==> config.mk <==
export PLATFORM = sky130hd
export DESIGN_NAME = if_fetch_unit
export DESIGN_NICKNAME = d
export VERILOG_FILES = /design/src/rtl/if_fetch_unit.sv
export SDC_FILE = /design/constraint.sdc
export NUM_CORES = 1
export LEC_CHECK = 0
export CAP_MARGIN = 30
export CELL_PAD_IN_SITES_DETAIL_PLACEMENT = 1
export CELL_PAD_IN_SITES_GLOBAL_PLACEMENT = 1
export CORE_UTILIZATION = 44
export CTS_CLUSTER_DIAMETER = 150
export CTS_CLUSTER_SIZE = 30
export DETAILED_ROUTE_END_ITERATION = 16
export HOLD_SLACK_MARGIN = 0.15
export PLACE_DENSITY_LB_ADDON = 0.1
export SYNTH_ARGS = -nofsm -noshare
export SYNTH_HDL_FRONTEND = slang
export SYNTH_SLANG_ARGS = --single-unit
==> constraint.sdc <==
create_clock -name clk -period 5.4 [get_ports clk]
set_input_delay 1.08 -clock clk [delete_from_list [all_inputs] [get_ports clk]]
set_output_delay 1.08 -clock clk [all_outputs]
set_load 0.05 [all_outputs]
==> src/rtl/if_fetch_unit.sv <==
// if_fetch_unit: instruction-fetch initiator.
// Holds the program counter and drives the instruction ROM, which is read
// combinationally. Fetched words land in a small registered prefetch FIFO
// that feeds decode. Execute can redirect the fetch stream at any time.
//
// Decode handshake: the head entry transfers on a cycle where
// id_valid_o && id_ready_i. id_valid_o never depends on id_ready_i, and the
// head is held stable until it is accepted or flushed by a redirect.
//
// Optional feature: define IF_MISALIGN_CHECK_EN to get a one-cycle
// misalign_o pulse after a redirect whose target has nonzero bits [2:0].
// Without it, misalign_o is tied to 0. The target's low bits are dropped in
// both builds.
module if_fetch_unit #(
    parameter int                ADDR_W   = 32,
    parameter int                INST_W   = 64,
    parameter logic [ADDR_W-1:0] RESET_PC = '0,
    parameter int                DEPTH    = 2
) (
    input  logic              clk,
    input  logic              rst,
    output logic              rom_ce,
    output logic [ADDR_W-1:0] rom_addr,
    input  logic [INST_W-1:0] rom_inst,
    input  logic              redirect_i,
    input  logic [ADDR_W-1:0] redirect_pc_i,
    output logic              id_valid_o,
    output logic [INST_W-1:0] id_inst_o,
    output logic [ADDR_W-1:0] id_pc_o,
    input  logic              id_ready_i,
    output logic              misalign_o
);

    localparam int PTR_W = (DEPTH > 1) ? $clog2(DEPTH) : 1;
    localparam int CNT_W = $clog2(DEPTH + 1);

    logic              run;
    logic [ADDR_W-1:0] pc;
    logic [INST_W-1:0] inst_mem [DEPTH];
    logic [ADDR_W-1:0] pc_mem   [DEPTH];
    logic [PTR_W-1:0]  rd_ptr;
    logic [PTR_W-1:0]  wr_ptr;
    logic [CNT_W-1:0]  count;
    logic              pop;
    logic              push;

    // A slot frees up in the same cycle decode pops, so a full FIFO keeps
    // streaming at one instruction per cycle.
    assign id_valid_o = (count != '0);
    assign pop        = id_valid_o && id_ready_i;
    assign rom_ce     = run && !redirect_i && ((count < CNT_W'(DEPTH)) || pop);
    assign push       = rom_ce;
    assign rom_addr   = pc;
    assign id_inst_o  = inst_mem[rd_ptr];
    assign id_pc_o    = pc_mem[rd_ptr];

    // Fetch is held off for the first cycle after reset release.
    always_ff @(posedge clk or negedge rst) begin
        if (!rst) begin
            run <= 1'b0;
        end else begin
            run <= 1'b1;
        end
    end

    // PC, pointers and occupancy; a redirect flushes everything and wins over push/pop.
    always_ff @(posedge clk or negedge rst) begin
        if (!rst) begin
            pc     <= RESET_PC;
            rd_ptr <= '0;
            wr_ptr <= '0;
            count  <= '0;
        end else if (redirect_i) begin
            pc     <= redirect_pc_i & ~ADDR_W'(7);
            rd_ptr <= '0;
            wr_ptr <= '0;
            count  <= '0;
        end else begin
            if (push) begin
                pc     <= pc + ADDR_W'(8);
                wr_ptr <= wr_ptr + PTR_W'(1);
            end
            if (pop) begin
                rd_ptr <= rd_ptr + PTR_W'(1);
            end
            if (push && !pop) begin
                count <= count + CNT_W'(1);
            end else if (pop && !push) begin
                count <= count - CNT_W'(1);
            end
        end
    end

    // FIFO storage: each entry keeps the instruction and the PC it came from.
    always_ff @(posedge clk or negedge rst) begin
        if (!rst) begin
            for (int i = 0; i < DEPTH; i++) begin
                inst_mem[i] <= '0;
                pc_mem[i]   <= '0;
            end
        end else if (push) begin
            inst_mem[wr_ptr] <= rom_inst;
            pc_mem[wr_ptr]   <= pc;
        end
    end

`ifdef IF_MISALIGN_CHECK_EN
    logic misalign_q;

    // Registered pulse flagging a redirect target that was not 8-byte aligned.
    always_ff @(posedge clk or negedge rst) begin
        if (!rst) begin
            misalign_q <= 1'b0;
        end else begin
            misalign_q <= redirect_i && (redirect_pc_i[2:0] != 3'b000);
        end
    end

    assign misalign_o = misalign_q;
`else
    assign misalign_o = 1'b0;
`endif

endmodule
==> Yosys cells after proc, flatten, opt, wreduce, memory -nomap -nowiden <==
Index checks and enable logic that the tools add are counted.
{ "classes": {"reduce_logical": 14, "add_sub_neg": 5, "n_mux": 21, "n_lt_le_gt_ge": 4, "bitwise_logic": 2, "mul": 0, "n_div": 0, "shift": 0, "eq_ne": 0} }
{ "ops": {"columns": ["cell", "count"], "rows": [
  ["$mux 64", 4],
  ["$mux 32", 6],
  ["$bwmux 128", 1],
  ["$bwmux 64", 1],
  ["$demux 64 s1", 1],
  ["$add 32x4->32 const B", 1],
  ["$demux 32 s1", 1],
  ["$logic_and 1x1->1", 6],
  ["$mux 2", 3],
  ["$reduce_bool 2->1", 3],
  ["$ge 2x2->1 const B", 2],
  ["$mux 1", 4],
  ["$not 1->2", 2],
  ["$logic_not 1->1", 3],
  ["$reduce_bool 3->1", 1],
  ["$add 1x1->1 const B", 2],
  ["$add 2x1->2 const B", 1],
  ["$lt 2x1->1 const B", 1],
  ["$lt 2x2->1 const B", 1],
  ["$sub 2x1->2 const B", 1],
  ["$logic_or 1x1->1", 1]
]} }
{ "totals": {"ram_bits": 0, "latch_bits": 0, "reg_bits": 229, "rom_bits": 0, "inputBits": 100, "memories": 0} }

==> Longest topological paths before layout <==
Gate-level depths: netlist of the first run.
{ "depth": {"word_depth": 9, "ltp_mapped": 7} }

==> Least setup slack after synthesis of the first run <==
No wires, ideal clock.
{ "synth_path": {"path_type": "input to output", "startpoint": "input port redirect_i", "endpoint": "output port rom_ce", "t_required_ns": 4.320, "t_arrival_ns": 2.307, "path_buffers": 3, "cell_stages": 4, "path_slack_ns": 2.013, "cell_sequence": "buf_2 > buf_1 > buf_1 > nor2_1"} }
{ "synth_via": {"elab_chain_cells": 3} }
{ "synth_rtl": {"columns": ["item", "line_no", "text"], "rows": [
  ["from (decl)", "25", "input logic redirect_i,"],
  ["$logic_not 1->1", "51", "assign rom_ce = run && !redirect_i && ((count < CNT_W'(DEPTH)) || pop);"],
  ["$logic_and 1x1->1 (2 in a row)", "51", null],
  ["to (decl)", "22", "output logic rom_ce,"]
]} }
Every way passes these cells.

==> Final worst setup path of the first run <==
{ "layout_path": {"startpoint": "input port id_ready_i", "endpoint": "output port rom_ce"} }
{ "layout_via": {"elab_chain_cells": 3} }
{ "layout_rtl": {"columns": ["item", "line_no", "text"], "rows": [
  ["from (decl)", "30", "input logic id_ready_i,"],
  ["$logic_and 1x1->1", "50", "assign pop = id_valid_o && id_ready_i;"],
  ["$logic_or 1x1->1", "51", null],
  ["$logic_and 1x1->1", "51", null]
]} }
Every way passes these cells.

==> impl_metrics.tcl, run 1 <==
set metrics [dict create \
    drive_gt1_share_pct 33.7 \
    dieWidth_um 154 \
    finalWorstSetupSlack_ns 1.25 \
    multi_input_area_sq_um 4310 \
    comb_power_share_pct 39.9 \
    grt_antenna_before_repair 2 \
    rsz0062_at_grt "no" \
    finalSetupViolations 0 \
    synth_edf_count 0 \
    h-tree-depth 1 \
    cts-resized-gates 0 \
    cp_top_family "buffers and inverters" \
    tightest_slew_ns 0.975 \
    p_per_area_nw_per_um2 422 \
    holdBufCountCts 0 \
    gp_congestion 0.777 \
    p_seq_share_pct 43.2 \
    fin_skew_ns 0.0255 \
    drcViolationCount 0 \
    coreArea_sq_um 22600 \
    register_area_sq_um 5510 \
    drt-wirelength-per-cell_um 20.6 \
    area_growth_syn_to_layout_pct 26.4 \
    io_pins 231 \
    ant_nets 0 \
    die_h_um 154 \
    post-route-period-util_pct 76.9 \
    port_buffers 220 \
    worstPathArrival_ns 3.07 \
    numCtsBuffers 11 \
    cp-end-kind "output pin" \
    final.setup.tns_ns 0 \
    min_path_type "reg -> reg" \
    peakVddDrop_uv 242 \
    path_cells "clkdlybuf4s50_1 > nand2b_4 > nand2_2 > nor2_1 > clkdlybuf4s50_1" \
    ys_seq_elements 220 \
    layout.cells.non_filler 1220 \
    leakagePower_nw 5.19 \
    synth_area_sq_um 10100 \
    slowest_delay_ns 0.86 \
    cpMostUsedCell "clkdlybuf4s50_1" \
    grt_pass1_vias 7653 \
    final_common_cell "mux2_2" \
    place_hpwl_mm 17.0 \
    grt_overflow 0 \
    pwr-share-clk_pct 16.9 \
    slowest_stage "clkdlybuf4s50_1" \
    maxSlewViolCount 0 \
    clockBufferDepth 3 \
    vias 6734 \
    grt_use_total_pct 21.8 \
    fill_cells 2263 \
    switchingPower_w 0.00201 \
    yosys_warnings 0 \
    startpoint_type "input port" \
    grt_max_degree 126 \
    power.share.switching_pct 37.3 \
    fmax_ghz 0.241 \
    cap_violations 0 \
    relSlewSlack_pct 35.0 \
    insertion_delay_ns 0.47 \
    yosysUniqueCellTypes 48 \
    syn_inst 737 \
    drt_pre_antenna_iters 6 \
    synthArstFlopShare_pct 100 \
    seq_area_frac_synth_pct 54.5 \
    drtIter0Drc 202 \
    synthFlopType "dfrtp_1" \
    routed_wl_mm 25.2 \
    power.internal_w 0.00338 \
    critPathBufInv 2 \
    dp.cells 1205 \
    design.die.area_sq_um 23600 \
    post_cts_buffers 0 \
    pre_cts_ws_ns 1.28 \
    viasPerCell 5.52 \
    crit_fanout 13 \
    cts_tree "done" \
    critPathKind "in -> out" \
    nNetsFinal 1034 \
    cts.sinks 220 \
    cts_root_buf "clkbuf_16" \
    start_util_pct 44.8 \
    clk_pin_slew_ns 0.11 \
    outcome "completed" \
    critical_path_required_ns 4.32 \
    final_cell_mix "mux2_2 (271), dfrtp_1 (219), clkdlybuf4s50_1 (219)" \
    grt_pass1_wl_mm 41.3 \
    row_count 55 \
    hold_violations 0 \
    layout_min_cycle_time_ns 4.15 \
    avgSynthCellArea_sq_um 13.7 \
]
-- cells by family (layout without fill, tap and decap cells) --
logic type	Yosys count	count (layout)	synth area share (%)
multiplexers	276	276	30.7
flip-flops	220	220	54.5
AND/OR/NAND/NOR	117	117	6.93
buffers and inverters	58	248	3.21
AO/OA/AOI/OAI	53	53	3.59
XOR/XNOR	10	10	0.867
other	2	10	0.0743
adder cells (fa/ha/maj)	1	1	0.124
-- routing by layer --
layer | vias to the layer above | share of wire, % | GRT usage, %
met5 | - | 0 | 0
met4 | 0 | 2.0 | 4.71
met3 | 28 | 4.6 | 4.14
met2 | 154 | 51 | 38.8
met1 | 3509 | 42 | 27.5
li1 | 3043 | - | -
-- area by class of cell --
cell class / instances / share of cell area, %
clock buffers: 12 / 2.18
multi-input cells: 465 / 33.7
flip-flops and latches: 220 / 43.1
clock inverters: 1 / 0.157
well taps: 285 / 2.79
repair buffers: 230 / 17.9
diodes: 2 / 0.0392
inverters: 5 / 0.147
-- worst register-to-register path: cells and delay by family, from the launching register on --
family / cells / cell delay, ns
flops: 1 / 0.69
buf+inv: 1 / 0.68
mux: 1 / 0.47
simple gates: 2 / 0.41
-- per-stage QoR --
step | util, % | total power (W) | hold slack, ns | area [sq um]
floorplan | - | 0.00383 | 0.444 | 10100
CTS | 56.6 | 0.00546 | 0.505 | 12800
global placement | 55.3 | 0.00443 | 0.463 | 12500
detailed placement | 55.3 | 0.00454 | 0.474 | 12500
global route | 56.6 | 0.00567 | 0.529 | 12800
finish | 56.6 | 0.00539 | 0.502 | 12800
-- cells in the mapped netlist, types with 2 or more instances --
library cell	count	area (sq um)
o21ai_0	17	85.1
and3_1	6	37.5
a221o_1	3	30.0
nor2b_1	5	31.3
mux2_1	4	45.0
buf_4	15	113
a31oi_1	12	75.1
or4_1	12	90.1
buf_2	22	110
buf_1	6	22.5
and2_2	2	15.0
conb_1	2	7.51
xor2_1	9	78.8
buf_6	3	33.8
o211ai_1	2	15.0
o41a_1	3	33.8
nor2_1	21	78.8
o31ai_1	10	75.1
dfrtp_1	220	5510
clkbuf_1	7	26.3
nand4_1	9	56.3
and4_4	5	56.3
inv_1	5	18.8
nand2_2	2	12.5
nor4_1	3	18.8
nand3_1	14	70.1
mux2_2	271	3050
nand3_2	2	20.0
nand2_1	25	93.8
o311ai_0	2	17.5
-- registers in the layout (all words and copies together), names as in the netlist --
signal	count
pc_mem	58
count	2
run	1
inst_mem	128
wr_ptr	1
rom_addr	29
rd_ptr	1
-- worst paths after layout --
check                                  startpoint                  endpoint  slack, ns  cells after the start
hold / removal             pc_mem[26]$_DFFE_PN0P_    pc_mem[26]$_DFFE_PN0P_       0.50                      1
hold reg to reg            pc_mem[26]$_DFFE_PN0P_    pc_mem[26]$_DFFE_PN0P_       0.50                      1
max in group asynchronous                     rst  inst_mem[33]$_DFFE_PN0P_       3.37                      2
setup reg to reg                    run$_DFF_PN0_  inst_mem[88]$_DFFE_PN0P_       3.06                      4
setup / recovery                       id_ready_i                    rom_ce       1.25                      5
min in group asynchronous                     rst  inst_mem[15]$_DFFE_PN0P_       0.66                      1
-- power by group through the flow --
| stage | Clock, W | Sequential [W] | Combinational, W |
|---|---|---|---|
| detailed placement | 0 | 0.00237 | 0.00217 |
| floorplan | 0 | 0.00233 | 0.00150 |
| finish | 0.000912 | 0.00233 | 0.00215 |
| CTS | 0.000950 | 0.00234 | 0.00218 |
| global route | 0.00101 | 0.00240 | 0.00226 |
| global placement | 0 | 0.00231 | 0.00211 |
Power figures use the tool's default switching activity.
==> run 2: changes to the inputs <==
Settings changed: CORE_UTILIZATION 44 to 37.
Clock period 5.4 ns to 3.36 ns, I/O delays scaled along.
==> run 2 against run 1 <==
Against the previous run:
- via count down 0.45%
- critical path depth down 2
- worst hold slack worse by 0.30 ns
- design area up 1.4%
- non-clock buffer count up 5
- global-route usage down 3.0 points
- largest power group unchanged
- wire length up 2.4%
- worst setup slack worse by 1.1 ns
- critical path type is now reg -> out
- core utilization down 8.4 points
- sequential share of layout area down 0.58 points
- sequential power up 60%
- combinational power up 63%
==> impl_metrics.tcl, run 2 (synthesis results as in run 1) <==
set metrics [dict create \
    outcome "completed" \
    clockBufferDepth 3 \
    post-route-period-util_pct 95.9 \
    cp-end-kind "output pin" \
    final_common_cell "mux2_2" \
    final_cell_mix "mux2_2 (271), dfrtp_1 (219), clkdlybuf4s50_1 (218)" \
    design.die.area_sq_um 28000 \
    cts_tree "done" \
    cts-resized-gates 0 \
    peakVddDrop_uv 331 \
    grtUsageMet1_pct 24.3 \
    drive_gt1_share_pct 34.1 \
    worstPathArrival_ns 2.55 \
    fmax_ghz 0.310 \
    diodes 0 \
    holdBufCountCts 0 \
    critical_path_required_ns 2.69 \
    nNetsFinal 1039 \
    tightest_slew_ns 0.816 \
    min_path_type "in -> async" \
    relSlewSlack_pct 45.6 \
    critPathKind "reg -> out" \
    grtUsageMet2_pct 32.8 \
    timing.rr.start "rom_addr[3]$_DFFE_PN0P_" \
    crit_start "rd_ptr$_DFFE_PN0P_" \
    layout_min_cycle_time_ns 3.22 \
    drt_pre_antenna_iters 4 \
    rsz0062_at_grt "no" \
    routed_wl_mm 25.8 \
    finalSetupViolations 0 \
    grt_antenna_before_repair 2 \
    cts.sinks 220 \
    fin_skew_ns 0.0274 \
    grt_max_degree 103 \
    final.setup.tns_ns 0 \
    drcViolationCount 0 \
    startpoint_type "register" \
    insertion_delay_ns 0.47 \
    pre_cts_ws_ns 0.550 \
    clk_pin_slew_ns 0.12 \
    coreArea_sq_um 26900 \
    area_growth_syn_to_layout_pct 28.2 \
    drt-wirelength-per-cell_um 20.2 \
    dp.cells 1266 \
    h-tree-depth 1 \
    start_util_pct 37.6 \
    hold_violations 0 \
    maxSlewViolCount 0 \
    port_buffers 220 \
    use_met3_pct 3.43 \
    grt_use_total_pct 18.8 \
    drtIter0Drc 235 \
    finalWorstSetupSlack_ns 0.139 \
    cap_violations 0 \
    fill_cells 2729 \
    io_pins 231 \
    p_per_area_nw_per_um2 671 \
    numCtsBuffers 11 \
    die_h_um 167 \
    place_hpwl_mm 17.7 \
    viasPerCell 5.24 \
    layout.cells.non_filler 1279 \
    total_power_w 0.00870 \
    grt_pass1_wl_mm 42.3 \
    grt_busiest_layer "met2" \
    post_cts_buffers 0 \
    crit_fanout 20 \
    largest_reg_flops 128 \
    row_count 60 \
    ant_nets 0 \
    cts_root_buf "clkbuf_16" \
    grt_pass1_vias 7557 \
    dieWidth_um 167 \
    leakagePower_nw 5.24 \
    gp_congestion 0.742 \
    regMostFlops "inst_mem" \
    grt_overflow 0 \
    vias 6704 \
]
[run 2: cell types whose count changed in the layout (fill, tap and decap cells not counted)]
| cell | delta |
|---|---|
| buf_12 | +6 |
| clkdlybuf4s50_1 | -1 |
| diode_2 | -2 |
[run 2: path summary, 6_finish.rpt]
path                       slack (ns)  cells after the start                       end
max reg2reg                      1.19                      5  rom_addr[25]$_DFFE_PN0P_
min                              0.20                      1  inst_mem[17]$_DFFE_PN0P_
max in group asynchronous        2.26                      2        rd_ptr$_DFFE_PN0P_
min in group clk                 0.50                      2    pc_mem[19]$_DFFE_PN0P_
min reg2reg                      0.50                      2    pc_mem[19]$_DFFE_PN0P_
max                              0.14                      3                id_pc_o[7]
[run 2: worst max-delay path, cell delays in order (launching register included)]
cell	delay (ns)
dfrtp_4	0.65
buf_4	0.33
mux2_2	0.39
clkdlybuf4s50_1	0.70
[run 2: layer usage]
layer | routed length, um | share of wire (%)
met5 | 22 | 0.085
met3 | 1170 | 4.5
met1 | 11200 | 43
met4 | 585 | 2.3
met2 | 12800 | 50
[run 2: stage by stage]
| step | util (%) | cell area (sq um) | hold WS (ns) |
|---|---|---|---|
| after floorplan | - | 10100 | 0.376 |
| after detailed placement | 47.1 | 12700 | 0.475 |
| after global placement | 47.1 | 12700 | 0.461 |
| after global routing | 48.2 | 13000 | 0.268 |
| after CTS | 48.2 | 13000 | 0.258 |
| final | 48.2 | 13000 | 0.203 |
[run 2: cell type report]
type                       count  area [sq um]  share of cell area (%)
timing repair buffer         235          2390                    18.5
inverter                       5          18.8                   0.145
sequential                   220          5510                    42.5
clock buffer                  12           279                    2.15
tap                          341           427                    3.29
multi-input combinational    465          4310                    33.2
clock inverter                 1          20.0                   0.155
[run 2: report_power, final]
part / switching [W] / internal (W)
registers: 0.000399 / 0.00333
logic: 0.00199 / 0.00151
clock network: 0.000849 / 0.000617
total: 0.00324 / 0.00546
